<file path="src/rtl/op_select_sequencer_if.sv">
// Handshake and mux-control bundle between the op-select sequencer and its neighbours.
// The slave view is the sequencer; the master view is the command source plus the mux path.
interface op_select_sequencer_if #(
   parameter int N    = 4,
   parameter int IDXW = 2
);
   logic            cmd_valid;
   logic            cmd_ready;
   logic [2:0]      cmd_op;
   logic            s0;
   logic            s1;
   logic            s2;
   logic [IDXW-1:0] bit_idx;
   logic            mux_f;
   logic            res_valid;
   logic            res_ready;
   logic [N-1:0]    res_data;
   logic            busy;

   modport slave (
      input  cmd_valid, cmd_op, mux_f, res_ready,
      output cmd_ready, s0, s1, s2, bit_idx, res_valid, res_data, busy
   );

   modport master (
      output cmd_valid, cmd_op, mux_f, res_ready,
      input  cmd_ready, s0, s1, s2, bit_idx, res_valid, res_data, busy
   );
endinterface

</file>
<file path="src/rtl/op_select_sequencer.sv">
// Drives the 8:1 op-select mux, walks bit_idx across the word, samples mux_f after each
// settle interval and hands the assembled word out over a valid/ready port.
module op_select_sequencer #(
   parameter int N      = 4,
   parameter int IDXW   = 2,
   parameter int SETTLE = 1
) (
   input logic                  clk,
   input logic                  reset,
   op_select_sequencer_if.slave bus
);
   localparam int              CW       = (SETTLE > 1) ? $clog2(SETTLE) : 1;
   localparam logic [CW-1:0]   CNT_LAST = CW'((SETTLE > 0) ? SETTLE - 1 : 0);
   localparam logic [IDXW-1:0] IDX_LAST = IDXW'(N - 1);

   typedef enum logic [1:0] {ST_IDLE, ST_SETTLE, ST_SAMPLE, ST_DONE} state_e;

   state_e          state_q, state_d;
   logic [2:0]      sel_q, sel_d;
   logic [IDXW-1:0] idx_q, idx_d;
   logic [CW-1:0]   cnt_q, cnt_d;
   logic [N-1:0]    res_q, res_d;
   logic            cmd_ready;
   logic            busy;
   logic            res_valid;

   // NOTE: registers update with <= so every flop samples the pre-edge value of its peers.
   always_ff @(posedge clk or posedge reset) begin
      if (reset) state_q <= ST_IDLE;
      else       state_q <= state_d;
   end

   // NOTE: each always_comb output gets a default first so no path leaves it unassigned (no latch).
   always_comb begin
      state_d = state_q;
      case (state_q)
         ST_IDLE:   if (bus.cmd_valid) state_d = (SETTLE == 0) ? ST_SAMPLE : ST_SETTLE;
         ST_SETTLE: if (cnt_q == CNT_LAST) state_d = ST_SAMPLE;
         ST_SAMPLE: begin
            if (idx_q == IDX_LAST)  state_d = ST_DONE;
            else if (SETTLE == 0)   state_d = ST_SAMPLE;
            else                    state_d = ST_SETTLE;
         end
         ST_DONE:   if (bus.res_ready) state_d = ST_IDLE;
         default:   state_d = ST_IDLE;
      endcase
   end

   always_comb begin
      cmd_ready = 1'b0;
      busy      = 1'b0;
      res_valid = 1'b0;
      case (state_q)
         ST_IDLE:              cmd_ready = 1'b1;
         ST_SETTLE, ST_SAMPLE: busy      = 1'b1;
         ST_DONE:              res_valid = 1'b1;
         default:              cmd_ready = 1'b0;
      endcase
   end

   // Select lines and the partial word only move on accept and during SAMPLE.
   always_comb begin
      sel_d = sel_q;
      idx_d = idx_q;
      cnt_d = cnt_q;
      res_d = res_q;
      case (state_q)
         ST_IDLE: begin
            if (bus.cmd_valid) begin
               sel_d = bus.cmd_op;
               idx_d = '0;
               cnt_d = '0;
               res_d = '0;
            end
         end
         ST_SETTLE: cnt_d = cnt_q + CW'(1);
         ST_SAMPLE: begin
            res_d[idx_q] = bus.mux_f;
            if (idx_q != IDX_LAST) begin
               idx_d = idx_q + IDXW'(1);
               cnt_d = '0;
            end
         end
         default: ;
      endcase
   end

   always_ff @(posedge clk or posedge reset) begin
      if (reset) begin
         sel_q <= '0;
         idx_q <= '0;
         cnt_q <= '0;
         res_q <= '0;
      end else begin
         sel_q <= sel_d;
         idx_q <= idx_d;
         cnt_q <= cnt_d;
         res_q <= res_d;
      end
   end

   assign bus.cmd_ready = cmd_ready;
   assign bus.busy      = busy;
   assign bus.res_valid = res_valid;
   assign bus.s2        = sel_q[2];
   assign bus.s1        = sel_q[1];
   assign bus.s0        = sel_q[0];
   assign bus.bit_idx   = idx_q;
   assign bus.res_data  = res_q;
endmodule

</file>
<file path="src/flat_wrapper.sv">
// flat-port wrapper written by rule: the top's interface ports become plain ports
module op_select_sequencer_flat 
#(
   parameter int N      = 4,
   parameter int IDXW   = 2,
   parameter int SETTLE = 1
)
  (clk, reset, bus_cmd_valid, bus_cmd_op, bus_mux_f, bus_res_ready, bus_cmd_ready, bus_s0, bus_s1, bus_s2, bus_bit_idx, bus_res_valid, bus_res_data, bus_busy);
  op_select_sequencer_if #(.N(N), .IDXW(IDXW)) bus_i ();
  input logic clk;
  input logic reset;
  input wire logic [$bits(bus_i.cmd_valid)-1:0] bus_cmd_valid;
  input wire logic [$bits(bus_i.cmd_op)-1:0] bus_cmd_op;
  input wire logic [$bits(bus_i.mux_f)-1:0] bus_mux_f;
  input wire logic [$bits(bus_i.res_ready)-1:0] bus_res_ready;
  output wire logic [$bits(bus_i.cmd_ready)-1:0] bus_cmd_ready;
  output wire logic [$bits(bus_i.s0)-1:0] bus_s0;
  output wire logic [$bits(bus_i.s1)-1:0] bus_s1;
  output wire logic [$bits(bus_i.s2)-1:0] bus_s2;
  output wire logic [$bits(bus_i.bit_idx)-1:0] bus_bit_idx;
  output wire logic [$bits(bus_i.res_valid)-1:0] bus_res_valid;
  output wire logic [$bits(bus_i.res_data)-1:0] bus_res_data;
  output wire logic [$bits(bus_i.busy)-1:0] bus_busy;
  assign bus_i.cmd_valid = bus_cmd_valid;
  assign bus_i.cmd_op = bus_cmd_op;
  assign bus_i.mux_f = bus_mux_f;
  assign bus_i.res_ready = bus_res_ready;
  assign bus_cmd_ready = bus_i.cmd_ready;
  assign bus_s0 = bus_i.s0;
  assign bus_s1 = bus_i.s1;
  assign bus_s2 = bus_i.s2;
  assign bus_bit_idx = bus_i.bit_idx;
  assign bus_res_valid = bus_i.res_valid;
  assign bus_res_data = bus_i.res_data;
  assign bus_busy = bus_i.busy;
  op_select_sequencer #(.N(N), .IDXW(IDXW), .SETTLE(SETTLE)) u_core (.clk(clk), .reset(reset), .bus(bus_i));
endmodule
</file>
<file path="config.mk">
export PLATFORM = sky130hd
export DESIGN_NAME = op_select_sequencer_flat
export DESIGN_NICKNAME = d
export VERILOG_FILES = /design/src/rtl/op_select_sequencer_if.sv /design/src/rtl/op_select_sequencer.sv /design/src/flat_wrapper.sv
export SDC_FILE = /design/constraint.sdc
export NUM_CORES = 1
export LEC_CHECK = 0
export BUFFER_PORTS_ARGS = -buffer_cell sky130_fd_sc_hd__clkbuf_2
export CORE_MARGIN = 2
export CORE_UTILIZATION = 45
export CTS_CLUSTER_DIAMETER = 30
export DETAILED_ROUTE_END_ITERATION = 10
export PLACE_DENSITY = 0.73
export SYNTH_ARGS = -nofsm -noshare
export SYNTH_HDL_FRONTEND = slang
export SYNTH_SLANG_ARGS = --single-unit
</file>
<file path="constraint.sdc">
create_clock -name clk -period 1.4 [get_ports clk]
set_clock_uncertainty 0.1 [all_clocks]
set_input_delay 0.21 -clock clk [delete_from_list [all_inputs] [get_ports clk]]
set_output_delay 0.21 -clock clk [all_outputs]
set_load 0.005 [all_outputs]
</file>
==> impl_metrics.py, run 1 <==
metrics = {
    "placement": {
        "dp_cells": 109,
        "dp_hpwl_um": 1170,
        "portBuffers": 19,
        "globalplace.congestion": 0.733,
    },
    "clock_tree": {
        "path_clk_slew_ns": 0.08,
        "cts_tree": "yes",
        "cts_num_sinks": 12,
        "cts_root_buf": "clkbuf_4",
        "htree_levels": 1,
        "cts_buffers": 3,
        "clockBufferDepth": 2,
        "clock_latency_ns": 0.27,
    },
    "grt": {
        "grt_first_pass_wirelength_um": 2730,
        "grt-ovfl-total": 0,
        "first_global_vias": 588,
        "antenna_found_initial": 0,
        "grt_max_degree": 13,
        "grt_use_total": 0.198,
    },
    "final_layout": {
        "layout-drive-gt1-share": 0.515,
        "final_cell_mix": "18 x clkbuf_2, 11 x dfrtp_1, 8 x nand2_1",
        "final_common_cell": "clkbuf_2",
        "syn_to_final_growth_pct": 41.9,
        "fin_cells": 115,
        "final_util": 0.690,
        "fin_nets": 119,
        "diodes": 0,
    },
    "yosys": {
        "synth_nets": 88,
        "ys_ff_latch": 12,
        "netlist_instances": 69,
        "synthFlopType": "dfrtp_1",
        "synth_area_um2": 741,
        "yosys-top-cells-area": "dfrtp_1 41%, ha_1 19%, nand2_1 4.6%",
        "synth_top_area_share": 0.405,
        "yosys.area.top_type": "dfrtp_1",
        "synth_cell_types": 22,
        "ys_seq_area_frac": 0.405,
        "ys_async_sr_fraction": 1.00,
        "yosys_warnings": 0,
        "synth_edf_count": 0,
        "syn_area_per_cell_um2": 10.7,
    },
    "setup_path": {
        "arrival_ns": 1.55,
        "setup.worst_path.class": "register to register",
        "reg2reg_depth": 4,
        "worstPathMaxFanout": 5,
        "worstSetupEndpoint": "u_core.bus.res_data[3]",
        "crit_path_start": "u_core.state_q[1]",
        "r2r_start": "u_core.state_q[1]",
        "r2r_setup_slack_ns": -0.08,
        "start_kind": "register",
        "end_kind": "register",
        "crit_required_ns": 1.47,
        "reg2reg_to": "u_core.bus.res_data[3]",
    },
    "timing": {
        "hold_viol_final": 0,
        "whs_ns": 0.0600,
        "period_minus_slack_ns": 1.48,
        "finalSetupViolCount": 9,
        "relSlewSlack": 0.698,
        "fmax_ghz": 0.674,
        "slew_viol_final": 0,
        "rsz0062_at_grt": "true",
        "worst_slew_pin_slew_ns": 0.453,
        "fin_crit_sh": 1.06,
        "fin_ws_ns": -0.0843,
    },
    "hold_path": {
        "min_path_type": "input pin to register",
        "hp-start": "bus_cmd_op[2]",
    },
    "power": {
        "ir_worst_vdd_mv": 1.54,
        "power_mw": 2.17,
        "p_leak_nw": 0.524,
        "p_per_area_nw_per_um2": 2070,
    },
    "floorplan": {
        "die_y_um": 44.6,
        "ios": 20,
        "coreArea_um2": 1520,
        "die_area_um2": 1990,
        "initial_core_util": 0.486,
        "placementRows": 14,
        "die_x_um": 44.6,
    },
    "drt": {
        "vias_per_cell": 5.24,
        "drtIter0Drc": 12,
        "drt-total-wl_um": 1590,
        "ant_nets": 0,
        "dr_total_vias": 603,
        "drt-wirelength-per-cell_um": 13.8,
        "drt_first_pass_iters": 4,
        "drc": 0,
    },
    "flow_run": {
        "cap_violations": 0,
    },
    "outcome": {
        "violations": "negative setup slack",
        "status": "finished with violations",
    },
}
==> worst min-delay path by stage <==
stage / to / cells past startpoint / slack (ns)
after floorplan: u_core.bus.bit_idx[0] / 1 / -0.03
after global placement: u_core.bus.bit_idx[0] / 2 / 0.12
after detailed placement: u_core.bus.bit_idx[0] / 2 / 0.13
after CTS: u_core.sel_q[2] / 2 / 0.05
after global routing: u_core.sel_q[1] / 2 / 0.05
final: u_core.sel_q[2] / 2 / 0.06
==> flip-flops by register name, summed over array words and instances (netlist names) <==
signal	flops
u_core.cnt_q	1
u_core.sel_q	3
u_core.bus.bit_idx	2
u_core.bus.res_data	4
u_core.state_q	2
==> routing by layer <==
metal	global-route usage	vias to the layer above	share of wire	wire length, um
li1	-	295	-	-
met1	0.258	292	0.44	693
met2	0.304	14	0.51	811
met3	0.0531	2	0.047	74
met4	0.0909	0	0.0063	10
met5	0	-	0	0
==> cell families (layout without fill, tap and decap cells) <==
kind of cell,after synthesis,after routing,share of synthesized area
adder cells (fa/ha/maj),11,11,0.186
AND/OR/NAND/NOR,16,16,0.105
multiplexers,7,7,0.106
AO/OA/AOI/OAI,14,14,0.142
flip-flops,12,12,0.405
buffers and inverters,9,39,0.0557
==> synthesized netlist by cell type (2+ instances only) <==
cell / n
dfrtp_1: 12
mux2_2: 3
a22o_1: 2
inv_1: 8
a21oi_1: 2
nor2_1: 2
ha_1: 11
nand3_1: 2
o21ai_0: 3
mux2i_1: 3
nand2_1: 9
a22o_2: 2
==> report_power, final <==
part	internal [mW]	switching (mW)	leakage, nW
clock network	0.158	0.122	0.0210
registers	0.476	0.117	0.154
logic	0.680	0.621	0.350
==> worst max-delay path, cell delays in order (launching register included) <==
cell and delay, ns:
dfrtp_2 0.46, buf_6 0.13, ha_4 0.17, mux2_4 0.31
a22o_1 0.21
==> timing repair <==
action,CTS,global route
endpoints found under the setup margin,15,15
pin swaps,5,4
gates resized for setup,11,8
endpoints found under the hold margin,12,0
buffers inserted,1,0
hold buffers,1,0
==> cell type report <==
cell class              instances  area, um^2
well taps                      16        20.0
fillers                       119         473
clock buffers                   4        36.3
inverters                       8        35.0
multi-input cells              48         483
repair buffers                 27         175
flip-flops and latches         12         302
==> metrics by stage <==
step | worst slack [ns] | area (um^2) | TNS (ns)
2_1_floorplan | -0.0413 | 766 | -0.119
6_report | -0.0843 | 1050 | -0.392
3_3_place_gp | -0.0312 | 915 | -0.122
5_1_grt | -0.118 | 1050 | -0.962
3_5_place_dp | -0.0686 | 915 | -0.413
4_1_cts | -0.0911 | 1010 | -0.461
(Power assumes the default switching activity.)
==> run 2, diff against run 1 <==
- ABC_AREA: default -> 1
- PLACE_DENSITY: 0.73 -> 0.72
==> run 2 against run 1 <==
Net effect: clock-buffer cell count unchanged; sequential share of layout area decreased by 1.4 points; clock power decreased by 1%; largest power group unchanged; sequential power decreased by 6.4%; die area increased by 8.3%; critical path type is now register to output pin; global-route usage decreased by 2.0 points; the run still ends with negative setup slack left; synthesized cell count increased by 58%; largest cell class unchanged; worst hold slack got worse by 0.0074 ns.
==> impl_metrics.py, run 2 <==
metrics = {
    "timing": {
        "rsz0062_at_grt": "true",
        "hold_viol_final": 0,
        "fin_ws_ns": -0.0421,
        "worst_slew_pin_slew_ns": 0.474,
        "setup_tns_ns": -0.113,
        "period_minus_slack_ns": 1.44,
        "fin_crit_sh": 1.03,
        "relSlewSlack": 0.683,
        "finalSetupViolCount": 3,
        "slew_viol_final": 0,
        "fmax_ghz": 0.693,
    },
    "drt": {
        "drt-wirelength-per-cell_um": 11.0,
        "drt-total-wl_um": 1820,
        "ant_nets": 0,
        "vias_per_cell": 4.63,
        "drtIter0Drc": 20,
        "dr_total_vias": 768,
        "drc": 0,
        "drt_first_pass_iters": 4,
    },
    "power": {
        "power_mw": 2.10,
        "p_leak_nw": 0.647,
        "ir_worst_vdd_mv": 1.06,
        "p_per_area_nw_per_um2": 1910,
    },
    "grt": {
        "first_global_vias": 658,
        "grt_use_total": 0.178,
        "grt-ovfl-total": 0,
        "grt_max_degree": 13,
        "grt_first_pass_wirelength_um": 2630,
        "antenna_found_initial": 0,
    },
    "placement": {
        "dp_hpwl_um": 1300,
        "place_area_um2": 972,
        "globalplace.congestion": 0.812,
        "portBuffers": 19,
        "pre_cts_ws_ns": -0.0562,
    },
    "yosys": {
        "ys_async_sr_fraction": 1.00,
        "yosys.area.top_type": "dfrtp_1",
        "synth_area_um2": 808,
        "synth_top_area_share": 0.372,
        "synthFlopType": "dfrtp_1",
        "netlist_instances": 109,
        "synth_cell_types": 13,
        "ys_seq_area_frac": 0.372,
        "yosys_warnings": 0,
        "yosys-top-cells-area": "dfrtp_1 37%, nand2_1 19%, ha_1 17%",
        "synth_nets": 128,
        "synth_common_cells": "41 x nand2_1, 19 x inv_1, 12 x dfrtp_1, 12 x nand3_1, 11 x ha_1",
        "ys_ff_latch": 12,
        "synth_edf_count": 0,
        "syn_area_per_cell_um2": 7.42,
        "yosysMostFrequentCell": "nand2_1",
    },
    "floorplan": {
        "placementRows": 15,
        "coreArea_um2": 1710,
        "die_y_um": 46.4,
        "die_area_um2": 2150,
        "initial_core_util": 0.473,
        "ios": 20,
        "die_x_um": 46.4,
    },
    "final_layout": {
        "final_cell_mix": "40 x nand2_1, 18 x clkbuf_2, 17 x inv_1",
        "fillerInstances": 153,
        "fin_nets": 161,
        "final_util": 0.645,
        "layout-drive-gt1-share": 0.326,
        "syn_to_final_growth_pct": 36.4,
        "largest_register_ffs": 4,
        "final_common_cell": "nand2_1",
        "diodes": 0,
        "postLayoutCellArea_um2": 1100,
        "multiInputGateArea_um2": 488,
        "register_area_um2": 300,
    },
    "clock_tree": {
        "htree_levels": 1,
        "clockBufferDepth": 2,
        "clock_latency_ns": 0.27,
        "cts_tree": "yes",
        "cts_num_sinks": 12,
        "cts_root_buf": "clkbuf_4",
        "path_clk_slew_ns": 0.08,
        "cts_buffers": 3,
    },
    "setup_path": {
        "arrival_ns": 1.13,
        "end_kind": "output pin",
        "setup.worst_path.class": "register to output pin",
        "worstPathMaxFanout": 4,
        "crit_required_ns": 1.09,
        "start_kind": "register",
    },
    "outcome": {
        "violations": "negative setup slack",
        "status": "finished with violations",
    },
    "flow_run": {
        "cap_violations": 0,
    },
    "hold_path": {
        "min_path_type": "input pin to register",
    },
}
## run 2: cell count changes after synthesis, sizes merged, moves of 2 or more
cell    change
o21ai       -3
mux2        -4
inv        +12
nand3      +11
nor2        +2
mux2i       -3
nand2b      -2
a22o        -4
nand4       +2
nand2      +35
## run 2: power breakdown
part           internal [mW]  leakage (nW)  switching [mW]  total [mW]
Sequential             0.464         0.158          0.0912       0.555
Clock                  0.158        0.0210           0.118       0.276
Combinational          0.588         0.468           0.685        1.27
Total                   1.21         0.647           0.895        2.10
## run 2: cell families (layout without fill, tap and decap cells)
kind of cell | after synthesis | in the layout | synth area share
buffers and inverters | 20 | 52 | 0.0929
DFF | 12 | 12 | 0.372
AOI/OAI and AO/OA | 2 | 2 | 0.0170
and+or+nand+nor | 64 | 64 | 0.348
adders and majority gates | 11 | 11 | 0.170
## run 2: worst max-delay path: stages (launching register included)
cell	delay, ns
dfrtp_1	0.40
inv_2	0.14
ha_4	0.22
buf_6	0.11
## run 2: area by class of cell
type	instances	area share
inverters	20	0.0681
flip-flops and latches	12	0.272
multi-input cells	77	0.443
well taps	25	0.0284
repair buffers	28	0.156
clock buffers	4	0.0329
## run 2: timing repair
item,in CTS,in global routing
hold endpoints to repair,12,0
resized for setup,5,9
buffers inserted,2,1
setup endpoints to repair,9,14
hold buffers,1,0
## run 2: through the flow
stage / hold WS, ns / instances
floorplan: -0.0253 / 109
global placement: 0.126 / 158
detailed placement: 0.126 / 158
CTS: 0.0499 / 165
global route: 0.0697 / 166
finish: 0.0527 / 166
## run 2: final timing paths
path	to	depth (start not counted)	slack, ns	startpoint
max in group asynchronous	u_core.state_q[0]	3	0.50	reset
min in group asynchronous	u_core.bus.res_data[1]	3	0.38	reset
hold reg to reg	u_core.bus.res_data[2]	2	0.37	u_core.bus.res_data[2]
setup reg to reg	u_core.state_q[1]	8	0	u_core.state_q[1]
setup / recovery	bus_busy	3	-0.04	u_core.state_q[0]
hold / removal	u_core.sel_q[1]	3	0.05	bus_cmd_op[1]
## run 2: metal layers
layer  vias to the layer above  part of all wire  track usage
met5                         -                 0            0
met1                       351              0.41        0.214
met4                         0            0.0077        0.109
met2                        14              0.54        0.281
li1                        401                 -            -
met3                         2             0.036       0.0431
